<file path="src/rtl/core_inst_sequencer.sv">
// ---------------------------------------------------------------------------
// core_inst_sequencer
//   Generates the 34-bit core instruction word for one tile. A single start
//   pulse runs len_kij kernel positions. Each position does a weight read into
//   L0, a PE weight load, a settle gap, an activation read into L0, execute,
//   and an OFIFO drain that accumulates into psum memory.
//
// Ports
//   clk          in   clock
//   reset        in   asynchronous, active-high reset
//   start        in   begin schedule (sampled only while idle)
//   ofifo_valid  in   core OFIFO holds a readable vector
//   inst[33:0]   out  registered core instruction word
//   busy         out  schedule in progress
//   done         out  one-cycle pulse when the schedule ends
//   kij[3:0]     out  current kernel position (debug)
// ---------------------------------------------------------------------------
module core_inst_sequencer #(
  parameter int          bw       = 4,
  parameter int          row      = 8,
  parameter int          col      = 8,
  parameter int          len_kij  = 9,
  parameter int          len_nij  = 36,
  parameter int          len_onij = 16,
  parameter int          gap_cyc  = 10,
  parameter logic [10:0] w_base   = 11'h400,
  parameter logic [10:0] a_base   = 11'h000
) (
  input  logic        clk,
  input  logic        reset,
  input  logic        start,
  input  logic        ofifo_valid,
  output logic [33:0] inst,
  output logic        busy,
  output logic        done,
  output logic [3:0]  kij
);

  // Instruction field positions
  localparam int B_ACC      = 33;
  localparam int B_CEN_X    = 19;
  localparam int A_X_HI     = 17;
  localparam int A_X_LO     = 7;
  localparam int B_OFIFO_RD = 6;
  localparam int B_L0_RD    = 3;
  localparam int B_L0_WR    = 2;
  localparam int B_EXEC     = 1;
  localparam int B_LOAD     = 0;

  // Both memories deselected with write disabled; all strobes low.
  localparam logic [33:0] IDLE_WORD = 34'h1_800C_0000;

  localparam int EXEC_LEN = row + col + len_nij;

  // bw only matters to the core datapath; it is folded in as zero here so the
  // parameter remains part of the interface without affecting sizing.
  localparam int PH_MAX = row + col + len_nij + len_nij + col + gap_cyc + 4 + 0 * bw;
  localparam int CNT_W  = $clog2(PH_MAX + 1);
  localparam int RD_W   = $clog2(len_onij + 1);

  typedef enum logic [3:0] {
    S_IDLE   = 4'd0,
    S_W_RD   = 4'd1,
    S_W_LOAD = 4'd2,
    S_GAP    = 4'd3,
    S_A_RD   = 4'd4,
    S_EXEC   = 4'd5,
    S_DRAIN  = 4'd6,
    S_NEXT   = 4'd7,
    S_DONE   = 4'd8
  } state_t;

  state_t             r_state, w_state_nxt;
  logic [CNT_W-1:0]   r_cnt, w_cnt_nxt;
  logic [RD_W-1:0]    r_rd_cnt, w_rd_cnt_nxt;
  logic [3:0]         r_kij, w_kij_nxt;
  logic               w_fire;
  logic [33:0]        r_inst, w_inst_nxt;
  logic               r_busy, w_busy_nxt;
  logic               r_done, w_done_nxt;
  logic [10:0]        w_idx;

  assign inst = r_inst;
  assign busy = r_busy;
  assign done = r_done;
  assign kij  = r_kij;

  // State, phase counter, drain read counter and kernel index registers
  always_ff @(posedge clk or posedge reset) begin
    if (reset) begin
      r_state  <= S_IDLE;
      r_cnt    <= '0;
      r_rd_cnt <= '0;
      r_kij    <= 4'd0;
    end else begin
      r_state  <= w_state_nxt;
      r_cnt    <= w_cnt_nxt;
      r_rd_cnt <= w_rd_cnt_nxt;
      r_kij    <= w_kij_nxt;
    end
  end

  // Next-state, counter and drain handshake decisions
  always_comb begin
    w_state_nxt  = r_state;
    w_cnt_nxt    = r_cnt + CNT_W'(1);
    w_rd_cnt_nxt = r_rd_cnt;
    w_kij_nxt    = r_kij;
    w_fire       = 1'b0;
    case (r_state)
      S_IDLE: begin
        w_cnt_nxt = '0;
        if (start) begin
          w_state_nxt = S_W_RD;
        end else begin
          w_state_nxt = S_IDLE;
        end
      end
      S_W_RD: begin
        if (r_cnt == CNT_W'(col + 1)) begin
          w_state_nxt = S_W_LOAD;
          w_cnt_nxt   = '0;
        end else begin
          w_state_nxt = S_W_RD;
        end
      end
      S_W_LOAD: begin
        if (r_cnt == CNT_W'(row + col - 1)) begin
          w_state_nxt = S_GAP;
          w_cnt_nxt   = '0;
        end else begin
          w_state_nxt = S_W_LOAD;
        end
      end
      S_GAP: begin
        if (r_cnt == CNT_W'(gap_cyc)) begin
          w_state_nxt = S_A_RD;
          w_cnt_nxt   = '0;
        end else begin
          w_state_nxt = S_GAP;
        end
      end
      S_A_RD: begin
        if (r_cnt == CNT_W'(len_nij + 1)) begin
          w_state_nxt = S_EXEC;
          w_cnt_nxt   = '0;
        end else begin
          w_state_nxt = S_A_RD;
        end
      end
      S_EXEC: begin
        // The trailing idle EXEC cycle already has rd low, so the first
        // drain read may be issued on the edge that enters DRAIN.
        if (r_cnt == CNT_W'(EXEC_LEN)) begin
          w_state_nxt  = S_DRAIN;
          w_cnt_nxt    = '0;
          w_rd_cnt_nxt = '0;
          w_fire       = ofifo_valid & ~r_inst[B_OFIFO_RD];
        end else begin
          w_state_nxt = S_EXEC;
        end
      end
      S_DRAIN: begin
        w_cnt_nxt = '0;
        if (r_rd_cnt == RD_W'(len_onij)) begin
          // Last read still on the bus: emit one clear cycle before leaving.
          if (r_inst[B_OFIFO_RD]) begin
            w_state_nxt = S_DRAIN;
          end else begin
            w_state_nxt = S_NEXT;
          end
        end else begin
          // Never read on consecutive cycles: valid may lag a read by one.
          w_fire      = ofifo_valid & ~r_inst[B_OFIFO_RD];
          w_state_nxt = S_DRAIN;
        end
      end
      S_NEXT: begin
        w_cnt_nxt = '0;
        if (r_kij == 4'(len_kij - 1)) begin
          w_state_nxt = S_DONE;
          w_kij_nxt   = 4'd0;
        end else begin
          w_state_nxt = S_W_RD;
          w_kij_nxt   = r_kij + 4'd1;
        end
      end
      S_DONE: begin
        w_cnt_nxt   = '0;
        w_state_nxt = S_IDLE;
      end
      default: begin
        w_cnt_nxt    = '0;
        w_rd_cnt_nxt = '0;
        w_kij_nxt    = 4'd0;
        w_state_nxt  = S_IDLE;
      end
    endcase
    if (w_fire) begin
      w_rd_cnt_nxt = w_rd_cnt_nxt + RD_W'(1);
    end else begin
      w_rd_cnt_nxt = w_rd_cnt_nxt;
    end
  end

  // Instruction word for the state being entered, so inst lines up with state
  always_comb begin
    w_inst_nxt = IDLE_WORD;
    w_idx      = 11'd0;
    w_busy_nxt = 1'b1;
    w_done_nxt = 1'b0;
    case (w_state_nxt)
      S_IDLE: begin
        w_busy_nxt = 1'b0;
      end
      S_W_RD: begin
        // Address advances while reading, then holds on the last row.
        if (w_cnt_nxt < CNT_W'(col)) begin
          w_idx               = 11'(w_cnt_nxt);
          w_inst_nxt[B_CEN_X] = 1'b0;
        end else begin
          w_idx = 11'(col - 1);
        end
        w_inst_nxt[A_X_HI:A_X_LO] = w_base + 11'(w_kij_nxt) * 11'(col) + w_idx;
        // SRAM data lands one cycle after its address.
        if ((w_cnt_nxt >= CNT_W'(1)) && (w_cnt_nxt <= CNT_W'(col))) begin
          w_inst_nxt[B_L0_WR] = 1'b1;
        end else begin
          w_inst_nxt[B_L0_WR] = 1'b0;
        end
      end
      S_W_LOAD: begin
        w_inst_nxt[B_LOAD]  = 1'b1;
        w_inst_nxt[B_L0_RD] = 1'b1;
      end
      S_A_RD: begin
        if (w_cnt_nxt < CNT_W'(len_nij)) begin
          w_idx               = 11'(w_cnt_nxt);
          w_inst_nxt[B_CEN_X] = 1'b0;
        end else begin
          w_idx = 11'(len_nij - 1);
        end
        w_inst_nxt[A_X_HI:A_X_LO] = a_base + w_idx;
        if ((w_cnt_nxt >= CNT_W'(1)) && (w_cnt_nxt <= CNT_W'(len_nij))) begin
          w_inst_nxt[B_L0_WR] = 1'b1;
        end else begin
          w_inst_nxt[B_L0_WR] = 1'b0;
        end
      end
      S_EXEC: begin
        if (w_cnt_nxt < CNT_W'(EXEC_LEN)) begin
          w_inst_nxt[B_EXEC]  = 1'b1;
          w_inst_nxt[B_L0_RD] = 1'b1;
        end else begin
          w_inst_nxt[B_EXEC]  = 1'b0;
          w_inst_nxt[B_L0_RD] = 1'b0;
        end
      end
      S_DRAIN: begin
        w_inst_nxt[B_OFIFO_RD] = w_fire;
        w_inst_nxt[B_ACC]      = w_fire;
      end
      S_DONE: begin
        w_busy_nxt = 1'b0;
        w_done_nxt = 1'b1;
      end
      default: begin
        w_inst_nxt = IDLE_WORD;
      end
    endcase
  end

  // Output registers
  always_ff @(posedge clk or posedge reset) begin
    if (reset) begin
      r_inst <= IDLE_WORD;
      r_busy <= 1'b0;
      r_done <= 1'b0;
    end else begin
      r_inst <= w_inst_nxt;
      r_busy <= w_busy_nxt;
      r_done <= w_done_nxt;
    end
  end

endmodule

</file>
<file path="config.mk">
export PLATFORM = sky130hd
export DESIGN_NAME = core_inst_sequencer
export DESIGN_NICKNAME = d
export VERILOG_FILES = /design/src/rtl/core_inst_sequencer.sv
export SDC_FILE = /design/constraint.sdc
export NUM_CORES = 1
export LEC_CHECK = 0
export CORE_AREA = 2 2 103 75
export DETAILED_ROUTE_END_ITERATION = 7
export DIE_AREA = 0 0 105 77
export PLACE_DENSITY = 0.61
export SYNTH_ARGS = -nofsm -noshare
export SYNTH_HDL_FRONTEND = slang
export SYNTH_SLANG_ARGS = --single-unit
</file>
<file path="constraint.sdc">
create_clock -name clk -period 2.5 [get_ports clk]
set_clock_uncertainty 0.15 [all_clocks]
set_input_delay 0.625 -clock clk [delete_from_list [all_inputs] [get_ports clk]]
set_output_delay 0.625 -clock clk [all_outputs]
set_load 0.05 [all_outputs]
</file>
==> results of run 1 <==
==> layout make-up <==
cell class,count,area [sq um],area share
multi-input cells,191,1630,0.456
flip-flops and latches,37,930,0.260
repair buffers,80,689,0.193
well taps,98,123,0.0343
clock buffers,5,68.8,0.0193
clock inverters,3,68.8,0.0193
inverters,16,65.1,0.0182
==> report_power, final <==
part	internal, uW	switching [uW]	leakage [uW]	total [uW]
registers	752	104	0.000479	856
clock network	402	239	0.0000687	641
logic	1050	1370	0.00101	2420
total	2200	1710	0.00156	3910
==> path summary, 6_finish.rpt <==
| path | slack, ps | depth (start not counted) | end |
|---|---|---|---|
| setup / recovery | -40 | 7 | inst[2] |
| hold / removal | 450 | 2 | r_rd_cnt[2] |
| setup reg to reg | -40 | 7 | inst[2] |
| hold reg to reg | 450 | 2 | r_rd_cnt[2] |
| max in group asynchronous | 1260 | 3 | r_cnt[0] |
| min in group asynchronous | 590 | 3 | inst[11] |
==> per-layer routing <==
metal | up-vias | track usage | share of wire
met2 | 59 | 0.263 | 0.49
met1 | 1074 | 0.227 | 0.45
met4 | 0 | 0.0600 | 0.014
li1 | 1028 | - | -
met3 | 7 | 0.0264 | 0.045
met5 | - | 0 | 0
==> synth_stat cells, types with 4 or more instances <==
| cell | count |
|---|---|
| sky130_fd_sc_hd__dfrtp_1 | 36 |
| sky130_fd_sc_hd__buf_4 | 19 |
| sky130_fd_sc_hd__inv_1 | 16 |
| sky130_fd_sc_hd__nor2_1 | 13 |
| sky130_fd_sc_hd__nand2_1 | 12 |
| sky130_fd_sc_hd__ha_1 | 11 |
| sky130_fd_sc_hd__a21oi_1 | 10 |
| sky130_fd_sc_hd__and2_1 | 10 |
| sky130_fd_sc_hd__nor3_1 | 7 |
| sky130_fd_sc_hd__o21ai_0 | 6 |
| sky130_fd_sc_hd__xnor2_1 | 6 |
| sky130_fd_sc_hd__nand2b_1 | 5 |
| sky130_fd_sc_hd__nand3_1 | 4 |
| sky130_fd_sc_hd__nand4_1 | 4 |
| sky130_fd_sc_hd__o31ai_1 | 4 |
| sky130_fd_sc_hd__xor2_1 | 4 |
==> what timing repair did <==
action	in CTS	in global routing
endpoints found under the setup margin	10	15
buffers inserted	4	4
hold buffers	0	0
gates resized for setup	37	14
pin swaps	13	11
==> cells by family after synthesis <==
family / after synthesis / synth area share
other: 2 / 0.00303
adders and majority gates: 12 / 0.0637
buffers and inverters: 42 / 0.0996
muxes: 2 / 0.00859
and+or+nand+nor: 85 / 0.218
AOI/OAI and AO/OA: 59 / 0.197
xor gates and xnor gates: 10 / 0.0354
DFF: 37 / 0.375
==> worst max-delay path, stage by stage (launching register included) <==
cell,delay (ps)
sky130_fd_sc_hd__dfrtp_1,430
sky130_fd_sc_hd__or3_4,480
sky130_fd_sc_hd__or4_4,440
sky130_fd_sc_hd__nor4bb_1,160
sky130_fd_sc_hd__buf_4,180
sky130_fd_sc_hd__a2111oi_4,240
sky130_fd_sc_hd__a311oi_2,80
sky130_fd_sc_hd__nor4b_2,290
==> flip-flops by register name, summed over array words and instances, names as in the netlist <==
signal    cells
done          1
busy          1
r_state       4
inst         15
r_rd_cnt      5
kij           4
r_cnt         7
==> stage by stage <==
step / hold slack, ps / setup TNS [ps] / total power (uW)
2_1_floorplan: 365 / -34.0 / 2140
3_3_place_gp: 422 / -628 / 2800
3_5_place_dp: 438 / -824 / 2830
4_1_cts: 451 / -5.73 / 3810
5_1_grt: 468 / -736 / 4120
6_report: 447 / -142 / 3910
==> impl_results.rst, run 1 <==
.. list-table::
   :header-rows: 1

   * - Metric
     - Value
   * - Outcome
     - finished with violations
   * - Violated checks
     - negative setup slack
   * - Critical Path Start Type
     - register
   * - Most frequent cells in the layout
     - sky130_fd_sc_hd__buf_4, sky130_fd_sc_hd__dfrtp_1, sky130_fd_sc_hd__clkdlybuf4s50_1
   * - Count of inserted antenna diode cells
     - 0
   * - Vertical extent of the die
     - 77 um
   * - Path category of the worst min-delay check
     - reg2reg
   * - CTS tree
     - yes
   * - Data required time at the worst endpoint
     - 2560 ps
   * - Number of synthesized flops with an enable pin
     - 0
   * - Post-synthesis cell type with the largest combined area
     - sky130_fd_sc_hd__dfrtp_1
   * - Sequential-to-total area share from yosys stat
     - 0.375
   * - First drt pass iteration count
     - 4
   * - Placement Rows
     - 26
   * - Number of non-filler instances in the completed layout
     - 430
   * - Clock slew seen by the registers of the worst setup and hold paths
     - 80 ps
   * - Post-layout utilization of the core
     - 0.504
   * - Area fraction of the dominant cell type after synthesis
     - 0.364
   * - HPWL after detailed placement
     - between 4000 and 5000 um
   * - Yosys warning total
     - 0
   * - Final Cycle Share
     - 1.02
   * - Vias in the first global route
     - roughly 2200
   * - Share of cells above drive strength 1
     - 0.328
   * - Post-route minimum period
     - between 2000 and 3000 ps
   * - Global-route wire length before repair
     - 10800 um
   * - Arrival time at the worst endpoint
     - 2600 ps
   * - Transition time of the tightest slew-check pin
     - 506 ps
   * - Skew-Pair Late Insertion Delay
     - 290 ps
   * - Launch point of the critical path
     - r_cnt[5]
   * - IR drop worst, VDD
     - 0.436 mV
   * - Hold wc startpoint
     - r_rd_cnt[2]
   * - Top fanout value on the critical path
     - 8
   * - Signed area change from the synthesized netlist to the final layout
     - 44.3%
   * - Endpoint kind of the worst setup timing path
     - register
   * - Boundary pin count
     - 44
   * - Die W
     - around 110 um
   * - Buffers added on ports
     - 25
   * - Number of remaining DRC errors
     - 0
   * - Slew Viols, Final
     - 0
   * - GRT Residual Overflow
     - 0
   * - Count of state elements after synthesis
     - 37
   * - Synthesized area divided by synthesized cell count
     - between 9 and 10 sq um
   * - Core area
     - 7090 sq um
   * - Max-cap violations
     - 0
   * - Total vias in the final route
     - 2168
   * - Largest cells by area after synthesis
     - sky130_fd_sc_hd__dfrtp_1, sky130_fd_sc_hd__buf_4, sky130_fd_sc_hd__ha_1
   * - Largest net degree at the start of global routing
     - 38
   * - Most common flop cell mapped by yosys
     - sky130_fd_sc_hd__dfrtp_1
   * - Total Routed Length
     - ~6500 um
   * - Leakage power of the design
     - 0.00156 uW
   * - Post-route standard cell area excluding fillers
     - 3570 sq um
   * - Fin worst setup slack
     - -43.2 ps
   * - DP Cell Count
     - 415
   * - Achievable frequency
     - 393 MHz
   * - Crit Path Class
     - reg2reg
   * - Final net count
     - 347
   * - CTS HTree Levels
     - 2
   * - Final hold violations
     - 0
   * - Post-synthesis cell area
     - 2470 sq um
   * - Routability Congestion
     - between 0.8 and 0.9
   * - Vias per Instance
     - about 5.0
   * - Initial antenna violation count
     - 0
   * - Synth unique cells
     - 67
   * - Global-route usage over all layers
     - 0.165
   * - Post-Syn Instances
     - approximately 250
   * - Pre-CTS setup slack
     - -146 ps
   * - Placed cell areas
     - between 3000 and 4000 sq um
   * - Unrepaired setup endpoints after global routing
     - true
   * - Count of fill cells added during filler insertion
     - 667
   * - Headroom to the max-slew limit
     - 0.661
   * - Power density over the cells
     - 1100 nW/um^2
   * - Wire per inst
     - 15.0 um
   * - Remaining antenna violation count after routing
     - 0
   * - Maximum clock insertion buffer count
     - 2
   * - Die area
     - about 8100 sq um
   * - Final setup violating endpoints
     - 5
   * - Total CTS buffers
     - 5
   * - Clk sink count
     - 37
   * - Root buffer cell
     - sky130_fd_sc_hd__clkbuf_8
   * - Most common cell after layout, fill and taps aside
     - sky130_fd_sc_hd__buf_4
   * - First DRT Iteration DRCs
     - 115
   * - Initial standard-cell utilization of the core
     - 0.349
   * - Beginning of the worst register-to-register path
     - r_cnt[5]
   * - Share of synthesized flip-flops with an asynchronous set or reset
     - 1.00
Power figures use the tool's default switching activity.
==> run 2, diff against run 1 <==
SKIP_CTS_REPAIR_TIMING = 1   (was not set)
SKIP_LAST_GASP = 1   (was not set)
==> run 2 against run 1 <==
Effect of this change:
- critical path type unchanged
- combinational power about the same
- largest cell class unchanged
- sequential power hardly changed
- maximum frequency fell by 1.8%
- highest routed layer unchanged
- design area grew 0.35%
- first-iteration DRC count unchanged
- the run still ends with negative setup slack left
- sequential share of layout area decreased by 0.091 points
==> impl_results.rst, run 2 (synthesis gave the netlist of run 1 again) <==
.. list-table::
   :header-rows: 1

   * - Metric
     - Value
   * - Crit Path Class
     - reg2reg (unchanged)
   * - Leakage power of the design
     - 0.00156 uW (about the same)
   * - Core area
     - 7090 sq um (unchanged)
   * - HPWL after detailed placement
     - 4580 um (unchanged)
   * - Vertical extent of the die
     - 77 um (unchanged)
   * - Worst R2R Setup Slack
     - -90 ps (was -40 ps)
   * - Global-route wire length before repair
     - 10200 um (was 10800 um)
   * - Outcome
     - finished with violations (unchanged)
   * - Maximum clock insertion buffer count
     - 2 (unchanged)
   * - Post-route minimum period
     - 2590 ps (was 2540 ps)
   * - Achievable frequency
     - 386 MHz (was 393 MHz)
   * - Beginning of the worst register-to-register path
     - r_cnt[1] (was r_cnt[5])
   * - Routability Congestion
     - 0.887 (unchanged)
   * - Die W
     - 105 um (unchanged)
   * - Buffers added on ports
     - 25 (unchanged)
   * - Area taken by flip-flops and latches
     - 930 sq um (unchanged)
   * - Reg-to-reg endpoint
     - inst[7] (was inst[2])
   * - Final hold violations
     - 0 (unchanged)
   * - Share of cells above drive strength 1
     - 0.337 (was 0.328)
   * - Arrival time at the worst endpoint
     - 2640 ps (was 2600 ps)
   * - IR drop worst, VDD
     - 0.440 mV (was 0.436 mV)
   * - CTS tree
     - yes (unchanged)
   * - Largest net degree at the start of global routing
     - 38 (unchanged)
   * - Total vias in the final route
     - 2143 (was 2168)
   * - Overall power
     - 3910 uW (about the same)
   * - GRT Residual Overflow
     - 0 (unchanged)
   * - Sink of the worst hold path
     - r_rd_cnt[2] (unchanged)
   * - Most common cell after layout, fill and taps aside
     - sky130_fd_sc_hd__buf_4 (unchanged)
   * - Die area
     - 8090 sq um (unchanged)
   * - Skew-Pair Late Insertion Delay
     - 290 ps (about the same)
   * - Min-Delay Path Depth
     - 2 (unchanged)
   * - Initial standard-cell utilization of the core
     - 0.349 (unchanged)
   * - Remaining antenna violation count after routing
     - 0 (unchanged)
   * - CTS HTree Levels
     - 2 (unchanged)
   * - Root buffer cell
     - sky130_fd_sc_hd__clkbuf_8 (unchanged)
   * - Boundary pin count
     - 44 (unchanged)
   * - Unrepaired setup endpoints after global routing
     - true (unchanged)
   * - Slew Viols, Final
     - 0 (unchanged)
   * - Clock slew seen by the registers of the worst setup and hold paths
     - 80 ps (about the same)
   * - Headroom to the max-slew limit
     - 0.661 (about the same)
   * - Internal
     - 2190 uW (was 2200 uW)
   * - Most frequent cells in the layout
     - sky130_fd_sc_hd__buf_4, sky130_fd_sc_hd__dfrtp_1, sky130_fd_sc_hd__clkdlybuf4s50_1 (unchanged)
   * - Pre-CTS setup slack
     - -146 ps (unchanged)
   * - Placement Rows
     - 26 (unchanged)
   * - First drt pass iteration count
     - 4 (unchanged)
   * - Switching fraction of total power
     - 0.440 (was 0.438)
   * - Count of fill cells added during filler insertion
     - 659 (was 667)
   * - Count of inserted antenna diode cells
     - 0 (unchanged)
   * - First DRT Iteration DRCs
     - 115 (unchanged)
   * - Area used by multi-input combinational logic
     - 1650 sq um (was 1630 sq um)
   * - Clk sink count
     - 37 (unchanged)
   * - Fin worst setup slack
     - -89.9 ps (was -43.2 ps)
   * - Vias per Instance
     - 4.98 (was 5.04)
   * - Final net count
     - 347 (unchanged)
   * - Wire per inst
     - 15.2 um (was 15.0 um)
   * - Endpoint kind of the worst setup timing path
     - register (unchanged)
   * - Violated checks
     - negative setup slack (unchanged)
   * - Total CTS buffers
     - 5 (unchanged)
   * - Global-route usage over all layers
     - 0.155 (was 0.165)
   * - Share of total power in combinational logic
     - 0.616 (was 0.617)
   * - Top fanout value on the critical path
     - 6 (was 8)
   * - Number of remaining DRC errors
     - 0 (unchanged)
   * - R2r worst-path depth
     - 9 (was 7)
   * - Total Routed Length
     - 6550 um (was 6450 um)
   * - Net switching power figure
     - 1720 uW (was 1710 uW)
   * - Relative contribution of the clock network to total power
     - 0.165 (was 0.164)
   * - Vias in the first global route
     - 2096 (was 2209)
   * - Hold wc startpoint
     - r_rd_cnt[2] (unchanged)
   * - Power density over the cells
     - 1090 nW/um^2 (was 1100 nW/um^2)
   * - Final Cycle Share
     - 1.04 (was 1.02)
   * - Initial antenna violation count
     - 0 (unchanged)
   * - Data required time at the worst endpoint
     - 2550 ps (was 2560 ps)
   * - Flip-flop count of the largest register after layout
     - 15 (unchanged)
   * - Fraction of power consumed by sequential logic
     - 0.220 (was 0.219)
   * - Signed area change from the synthesized netlist to the final layout
     - 44.8% (was 44.3%)
   * - Final setup violating endpoints
     - 7 (was 5)
   * - Transition time of the tightest slew-check pin
     - 506 ps (about the same)
   * - Critical Path Start Type
     - register (unchanged)
   * - Max-cap violations
     - 0 (unchanged)
   * - Path category of the worst min-delay check
     - reg2reg (unchanged)
run 2: cell type report:
cell class	instances	share of cell area
Timing Repair Buffer	80	0.191
Clock buffer	5	0.0192
Inverter	16	0.0175
Sequential cell	37	0.259
Clock inverter	3	0.0192
Tap cell	98	0.0342
Multi-Input combinational cell	191	0.460
run 2: power by group through the flow:
stage	sequential [uW]	combinational, uW	clock [uW]
2_1_floorplan	1140	996	0
3_3_place_gp	849	1960	0
3_5_place_dp	856	1980	0
4_1_cts	843	1990	656
5_1_grt	873	2560	679
6_report	859	2410	644
run 2: routing by layer:
layer	GRT usage	part of all wire	vias to the layer above
met2	0.238	0.47	58
met3	0.0196	0.034	10
met4	0.0627	0.020	0
met5	0	0	-
met1	0.221	0.47	1048
li1	-	-	1027
run 2: worst max-delay path by stage:
| stage | start | to | slack, ps | depth (start not counted) |
|---|---|---|---|---|
| after CTS | r_cnt[0] | inst[2] | -190 | 7 |
| after global routing | r_cnt[1] | inst[7] | -160 | 9 |
| after floorplan | r_cnt[4] | inst[7] | -10 | 9 |
| after global placement | r_cnt[0] | inst[7] | -100 | 10 |
| after detailed placement | r_cnt[0] | inst[2] | -150 | 7 |
| final | r_cnt[1] | inst[7] | -90 | 9 |
run 2: worst max-delay path, cell delays in order, from the launching register on:
cell and delay, ps:
sky130_fd_sc_hd__dfrtp_1 410, sky130_fd_sc_hd__inv_2 90, sky130_fd_sc_hd__ha_4 140, sky130_fd_sc_hd__buf_6 100, sky130_fd_sc_hd__or4b_4 470, sky130_fd_sc_hd__a211o_1 310, sky130_fd_sc_hd__a211oi_4 310, sky130_fd_sc_hd__buf_6 180
sky130_fd_sc_hd__a21oi_4 70, sky130_fd_sc_hd__o31ai_2 260
run 2: through the flow:
stage	hold WS (ps)	setup TNS (ps)	instances	cell area, sq um	utilization
3_5_place_dp	438	-824	415	3110	0.438
6_report	450	-279	430	3580	0.505
2_1_floorplan	365	-34.0	270	2560	-
5_1_grt	468	-1010	430	3580	0.505
4_1_cts	451	-1100	423	3250	0.458
3_3_place_gp	422	-628	415	3110	0.438
==> run 3, diff against run 2 <==
CAP_MARGIN = 5   (was not set)
==> results of run 3 <==
Same layout as run 2: the final DEF is identical, and so are final timing and power.
